<file path="config.mk">
export PLATFORM = sky130hd
export DESIGN_NAME = re_frame_capture
export DESIGN_NICKNAME = d
export VERILOG_FILES = /design/src/rtl/re_cam_pkg.sv /design/src/rtl/re_edge_det.sv /design/src/rtl/re_frame_capture.sv
export SDC_FILE = /design/constraint.sdc
export NUM_CORES = 1
export LEC_CHECK = 0
export CORE_MARGIN = 1.5
export CORE_UTILIZATION = 56
export CTS_CLUSTER_SIZE = 20
export DETAILED_ROUTE_END_ITERATION = 8
export PLACE_DENSITY = 0.83
export SYNTH_ARGS = -nofsm -noshare
export SYNTH_HDL_FRONTEND = slang
export SYNTH_HIERARCHICAL = 1
export SYNTH_SLANG_ARGS = --single-unit
export TNS_END_PERCENT = 5
</file>
<file path="constraint.sdc">
create_clock -name clk -period 3.5 [get_ports clk]
set_input_delay 0.7 -clock clk [delete_from_list [all_inputs] [get_ports clk]]
set_output_delay 0.7 -clock clk [all_outputs]
set_load 0.01 [all_outputs]
</file>
<file path="src/rtl/re_cam_pkg.sv">
// Shared types and constants for the 2x2 RE camera pixel-side capture logic.
package re_cam_pkg;

   typedef enum logic [1:0] {IDLE, EXPOSE, READ, EMIT} state_t;

   localparam int PIX_W_DEF     = 8;
   localparam int EXP_CNT_W_DEF = 5;

   localparam int ROW0 = 0;
   localparam int ROW1 = 1;

   // Word offsets of each pixel inside pix_out, in units of PIX_W.
   localparam int P00_OFF = 0;
   localparam int P01_OFF = 1;
   localparam int P10_OFF = 2;
   localparam int P11_OFF = 3;

endpackage

</file>
<file path="src/rtl/re_edge_det.sv">
// Registered rise/fall detector; level is the one-cycle-delayed input copy.
module re_edge_det (
   input  logic clk,
   input  logic reset,
   input  logic sig,
   output logic level,
   output logic rise,
   output logic fall
);

   always_ff @(posedge clk) begin
      if (reset) begin
         level <= 1'b0;
         rise  <= 1'b0;
         fall  <= 1'b0;
      end else begin
         level <= sig;
         rise  <= sig & ~level;
         fall  <= ~sig & level;
      end
   end

endmodule

</file>
<file path="src/rtl/re_frame_capture.sv">
// Pixel-side responder: measures exposure, captures two ADC rows per frame and
// hands the assembled 2x2 frame downstream over valid/ready.
module re_frame_capture
   import re_cam_pkg::*;
#(
   parameter int PIX_W     = PIX_W_DEF,
   parameter int EXP_CNT_W = EXP_CNT_W_DEF
) (
   input  logic                 clk,
   input  logic                 reset,
   input  logic                 erase,
   input  logic                 expose,
   input  logic                 NRE1,
   input  logic                 NRE2,
   input  logic                 adc,
   input  logic [PIX_W-1:0]     adc_col0,
   input  logic [PIX_W-1:0]     adc_col1,
   output logic                 frame_valid,
   input  logic                 frame_ready,
   output logic [4*PIX_W-1:0]   pix_out,
   output logic [EXP_CNT_W-1:0] exp_cycles,
   output logic                 busy,
   output logic                 proto_err,
   output logic                 overrun
);

   state_t state, state_n;

   logic exp_lvl, exp_rise, exp_fall;
   logic adc_lvl_unused, adc_rise_unused, adc_fall;

   // Row selects and column data are delayed to line up with the registered adc fall.
   logic                 nre1_q, nre2_q;
   logic [2*PIX_W-1:0]   col_q;

   logic [1:0][2*PIX_W-1:0] row_buf;
   logic [1:0]              row_done, done_n;
   logic [EXP_CNT_W-1:0]    cnt;

   logic clr_buf, cnt_clr, cnt_inc, exp_latch, cap0, cap1, err, emit;

   re_edge_det u_exp_det (
      .clk(clk), .reset(reset), .sig(expose),
      .level(exp_lvl), .rise(exp_rise), .fall(exp_fall)
   );

   re_edge_det u_adc_det (
      .clk(clk), .reset(reset), .sig(adc),
      .level(adc_lvl_unused), .rise(adc_rise_unused), .fall(adc_fall)
   );

   always_ff @(posedge clk) begin
      if (reset) state <= IDLE;
      else       state <= state_n;
   end

   always_comb begin
      state_n   = state;
      clr_buf   = 1'b0;
      cnt_clr   = 1'b0;
      cnt_inc   = 1'b0;
      exp_latch = 1'b0;
      cap0      = 1'b0;
      cap1      = 1'b0;
      err       = 1'b0;
      emit      = 1'b0;
      done_n    = row_done;
      case (state)
         IDLE: begin
            if (erase) clr_buf = 1'b1;
            if (exp_rise) begin
               cnt_clr = 1'b1;
               state_n = EXPOSE;
            end
            if (adc_fall) err = 1'b1;
         end
         EXPOSE: begin
            if (adc_fall) err = 1'b1;
            if (erase) begin
               clr_buf = 1'b1;
               state_n = IDLE;
            end else begin
               if (exp_lvl) cnt_inc = 1'b1;
               if (exp_fall) begin
                  exp_latch = 1'b1;
                  state_n   = READ;
               end
            end
         end
         READ: begin
            if (erase) begin
               clr_buf = 1'b1;
               state_n = IDLE;
            end else begin
               if (exp_rise) err = 1'b1;
               if (adc_fall) begin
                  if (nre1_q ^ nre2_q) begin
                     cap0         = ~nre1_q;
                     cap1         = ~nre2_q;
                     done_n[ROW0] = row_done[ROW0] | ~nre1_q;
                     done_n[ROW1] = row_done[ROW1] | ~nre2_q;
                     if (done_n == 2'b11) state_n = EMIT;
                  end else begin
                     err = 1'b1;
                  end
               end
            end
         end
         EMIT: begin
            emit    = 1'b1;
            state_n = IDLE;
         end
         default: state_n = IDLE;
      endcase
   end

   always_ff @(posedge clk) begin
      if (reset) begin
         nre1_q      <= 1'b0;
         nre2_q      <= 1'b0;
         col_q       <= '0;
         row_buf     <= '0;
         row_done    <= '0;
         cnt         <= '0;
         exp_cycles  <= '0;
         proto_err   <= 1'b0;
         frame_valid <= 1'b0;
         pix_out     <= '0;
         overrun     <= 1'b0;
      end else begin
         nre1_q    <= NRE1;
         nre2_q    <= NRE2;
         col_q     <= {adc_col1, adc_col0};
         proto_err <= err;

         if (cnt_clr)                      cnt <= EXP_CNT_W'(1);
         else if (cnt_inc && (cnt != '1))  cnt <= cnt + 1'b1;
         if (exp_latch) exp_cycles <= cnt;

         if (clr_buf) begin
            row_buf  <= '0;
            row_done <= '0;
         end else if (emit) begin
            row_done <= '0;
         end else begin
            if (cap0) row_buf[ROW0] <= col_q;
            if (cap1) row_buf[ROW1] <= col_q;
            row_done <= done_n;
         end

         // A pending frame is only replaced when it is consumed on this very edge.
         if (emit && (!frame_valid || frame_ready)) begin
            pix_out     <= {row_buf[ROW1], row_buf[ROW0]};
            frame_valid <= 1'b1;
         end else begin
            if (emit) overrun <= 1'b1;
            if (frame_valid && frame_ready) frame_valid <= 1'b0;
         end
      end
   end

   assign busy = (state != IDLE);

endmodule

</file>
# --- Word-level counts from Yosys, hierarchy flattened ---
# Cells that the tools add are included.
word_totals:
  register_bits: 104
  latch_bits: 0
  ramBits: 0
  romBits: 0
  input_bits: 24
  output_inout_bits: 41
  word_cells: 99
  memories: 0
op_classes:
  add_sub_neg: 1
  multipliers: 0
  div_mod_pow: 0
  n_lt_le_gt_ge: 0
  n_eq_ne: 10
  shifts: 0
  muxes: 36
  n_bitwise: 14
  reduce_logical: 19
op_table:
  columns: ["op", "count"]
  rows:
  - ["1-bit 2-to-1 mux", 27]
  - ["2-bit 2-to-1 mux", 7]
  - ["1-bit NOT", 8]
  - ["2-bit one-hot mux with 4 select lines", 1]
  - ["2-bit equality test, second input constant", 3]
  - ["3-bit by 2-bit inequality test with 1-bit output, second input constant", 2]
  - ["3-bit inequality test, second input constant", 2]
  - ["2-bit AND reduction", 3]
  - ["2-bit nonzero test", 3]
  - ["2-bit OR reduction", 3]
  - ["3-bit OR reduction", 2]
  - ["5-bit by 1-bit adder with 5-bit output, second input constant", 1]
  - ["5-bit inequality test, second input constant", 1]
  - ["5-bit AND reduction", 1]
  - ["4-bit AND reduction", 1]
  - ["1-bit bitwise AND", 3]
  - ["1-bit logical AND", 3]
  - ["2-bit by 1-bit equality test with 1-bit output, second input constant", 1]
  - ["2-bit zero test", 1]
  - ["2-bit by 1-bit inequality test with 1-bit output, second input constant", 1]
  - ["1-bit bitwise OR", 2]
  - ["1-bit one-hot mux with 2 select lines", 1]
  - ["1-bit zero test", 1]
  - ["1-bit logical OR", 1]
  - ["1-bit XOR", 1]

# --- Depth between registers and ports, before layout ---
depth:
  ltp_word: 8
  ltp_mapped: 7
  depth_no_buf: 6

# --- Modules after synthesis ---
# The synthesis kept the hierarchy.
modules_own_cells:
  columns: ["mod", "n_inst", "cells_each", "area_each_um2", "seq_area_each_um2"]
  rows:
  - ["re_frame_capture", 1, 426, 3722.3, 1981.9]
  - ["re_edge_det", 2, 6, 91.3, 60.1]

# --- Worst setup path before layout ---
# OpenSTA, ideal clock, no wires.
synth_timing:
  path_type: "flip-flop to flip-flop"
  start: "reg cnt[0]"
  end: "reg cnt[3]"
  setup_time_ns: 0.070
  t_arrival_ns: 1.857
  required_time_ns: 3.430
  path_slack_ns: 1.574
  stages_incl_launch_ff: 8
  path_buffers: 1
  period_less_slack_ns: 1.926
  cell_sequence: "dfxtp_1 ha_1 and3_1 ha_1 or3b_1 buf_2 or4_1 a21oi_1"
synth_via:
  elab_chain_cells: 2
  elab_cells_between_ends: 3
  classes_between: "add/sub: 1; eq/ne: 1; reduce/logical: 1"
synth_lines:
  columns: ["element", "line_no", "source"]
  rows:
  - ["start: declaration", "re_frame_capture.sv:38", "logic [EXP_CNT_W-1:0] cnt;"]
  - ["start signal: assignment", "re_frame_capture.sv:137", "else if (cnt_inc && (cnt != '1)) cnt <= cnt + 1'b1;"]
  - ["parallel branches: the longest is 2 deep, another holds 5-bit by 1-bit adder with 5-bit output", null, null]
# Several ways; the timed one is not identified.
# A chain may end at the register's enable or synchronous reset.

# --- Worst setup path in the final report ---
layout_timing:
  start: "reg state[0]"
  end: "out busy"
layout_via:
  elab_chain_cells: 1
layout_lines:
  columns: ["element", "line_no", "source"]
  rows:
  - ["start: declaration", "re_frame_capture.sv:27", "state_t state, state_n;"]
  - ["start signal: assignment", "re_frame_capture.sv:54", "else state <= state_n;"]
  - ["2-bit nonzero test", "re_frame_capture.sv:162", "assign busy = (state != IDLE);"]
  - ["end: declaration", "re_frame_capture.sv:22", "output logic busy,"]
# Every way passes these cells.

==> results.txt <==
----------------------------------------------------
[Clocking]
  Level count of the clock H-tree ... 3
  Buffer depth of the longest clock path ... 2
  Count of buffers added by post-CTS timing repair for setup ... 0
  Hold buffer count at cts ... 0
  Clk pin slew, worst setup/hold paths ... 0.09 ns
  Number of cells upsized or downsized after cts ... 0
  Insertion delay to the later sink of the worst-skew pair ... 0.36 ns
  Clk Tree Root Cell ... clkbuf_8
  Number of clock buffers inserted by TritonCTS ... 9
  Sinks on Clock Net ... 104
  TritonCTS clock tree ... done

[Synth]
  Total nets after synthesis ... 464
  Synthesized area per cell ... 8.88 sq um
  Gate count of the mapped netlist ... 436
  Yosys synthesis warning count ... 6
  Mapped cell area ... 3870 sq um

[Floorplanning]
  I/O pin cnt ... 65
  Die Span X ... 86.2 um
  Number of placement rows ... 30
  Die Outline Area ... 7420 sq um
  Die height ... 86.2 um
  Starting density of the core ... 0.573
  Area of the core ... 6760 sq um

[GRT]
  Total GRT Usage ... 0.239
  Number of antenna violations at the first check in global routing ... 0
  Global-route wire length before repair ... 14,000 um
  Via count of the first global-routing pass ... 2,884
  Leftover overflow at the end of global routing ... 0
  Maximum number of pins on one net before global-route repair ... 38

[Detailed routing]
  Length of routed met3 wiring ... 473 um
  Post-DR wirelength/cell ... 15.4 um
  1st-pass router iterations ... 5
  Via/cell ratio ... 5.85
  WL met2 ... 4020 um
  Detailed Route Iter0 Violations ... 342
  Aggregate routed wire length ... 8610 um
  Routed Antenna Nets ... 0
  Via Count ... 3,262
  # DRC ... 0
  DR top layer ... met4
  Met1 routed wirelength after detailed routing ... 3990 um

[Job]
  Max-cap check violation count ... 0

[STA]
  Final hold violation count ... 0
  Max transition margin ... 0.388
  Unrepaired setup endpoints after global routing ... false
  Final setup violation count ... 0
  Final clock skew ... 0.0118 ns
  Slew at the pin with the worst max-slew slack ... 0.916 ns
  Final period demand of the worst path ... 2.43 ns
  Highest Clock Rate ... 0.412 GHz
  Max Slew Vio Count ... 0
  Part of the cycle the worst path needs ... 0.693
  Total negative slack for setup checks ... 0 ns

[Critical path]
  Startpoint type of the worst setup path ... register
  Reg2reg path depth ... 3
  CP arrival ... 1.73 ns
  Biggest fanout along the worst timing path ... 17
  Crit Path Class ... reg2out
  Data required time of the worst path ... 2.80 ns
  Type of element capturing the critical path ... output port

[Placement]
  Port buffer count ... 64
  Final GP Congestion ... 0.818
  Detailed placement HPWL ... 5700 um

[Power and ir drop]
  Overall power ... 1.97 mW
  Maximum vdd ir drop ... 0.000259 V
  Clock power share ... 0.338
  Sequential group share of total power ... 0.616
  Logic gate share of total power ... 0.045
  Net switching power of the design ... 468 uW
  Power density cells ... 424 nW/um^2
  Leakage power ... 1.49 nW
  Switching part of the total ... 0.238
  Internal power ... 1.50 mW

[Finish]
  Layout overhead on the synthesized area ... 19.9%
  Final nets ... 501
  Antenna Diode Count ... 0
  Layout cells sized above 1 ... 0.0607

[Status]
  Status ... completed

[Hold path]
  Path category of the worst min-delay check ... reg2reg
  Hold depth ... 2

----------------------------------------------------
[sequential cells by signal, indices dropped and copies added (netlist names), 2 cells and up]
register    flops
row_buf        32
exp_cycles      5
col_q          16
cnt             5
row_done        2
state           2
pix_out        32
[cells in the final DEF (no fill, tap or decap), types with 2 or more instances in the layout]
master / n
dfxtp_1: 104
a21oi_1: 72
o21ai_0: 68
nand3_1: 66
clkdlybuf4s50_1: 63
nor2b_1: 24
nor2_1: 9
clkbuf_8: 9
inv_1: 6
mux2i_1: 5
buf_4: 5
nor3_1: 4
ha_1: 4
clkinvlp_4: 4
nor3b_2: 3
or2_2: 2
and4bb_2: 2
nor3b_1: 2
o21a_1: 2
nand2b_1: 2
[worst paths after layout]
| check | to | from | slack [ns] |
|---|---|---|---|
| hold reg to reg | pix_out[29] | row_buf[29] | 0.46 |
| setup / recovery | busy | state[0] | 1.07 |
| hold / removal | pix_out[29] | row_buf[29] | 0.46 |
| setup reg to reg | row_buf[24] | state[0] | 1.25 |
[critical path: stages (launching register included)]
cell and delay (ns):
dfxtp_1 0.65, or2_2 0.20, clkdlybuf4s50_1 0.52
[per-stage QoR]
step	hold WS, ns	worst slack, ns	instance area (sq um)	utilization	cells
CTS	0.467	1.11	4640	0.687	558
global placement	0.448	1.12	4470	0.662	542
finish	0.462	1.07	4640	0.687	558
detailed placement	0.457	1.06	4470	0.662	542
floorplan	0.424	1.57	3870	-	436
global route	0.477	1.03	4640	0.687	558
[layout make-up]
type | count | area [sq um]
clock inverters | 6 | 43.8
multi-input cells | 283 | 1590
fillers | 552 | 2110
flip-flops and latches | 104 | 2080
repair buffers | 69 | 673
well taps | 80 | 100
clock buffers | 10 | 128
inverters | 6 | 22.5
[power by group through the flow]
stage | registers [mW] | logic [mW] | clock network [mW]
after global placement | 1.24 | 0.0853 | 0
final | 1.21 | 0.0893 | 0.666
after CTS | 1.21 | 0.0885 | 0.669
after detailed placement | 1.24 | 0.0884 | 0
after global routing | 1.21 | 0.0975 | 0.725
after floorplan | 1.23 | 0.0524 | 0
[metal layers]
metal  up-vias  global-route usage
li1       1603                   -
met1      1533               0.333
met2       114               0.376
met3        12              0.0443
met4         0              0.0777
met5         -                   0
Power figures use the tool's default switching activity.
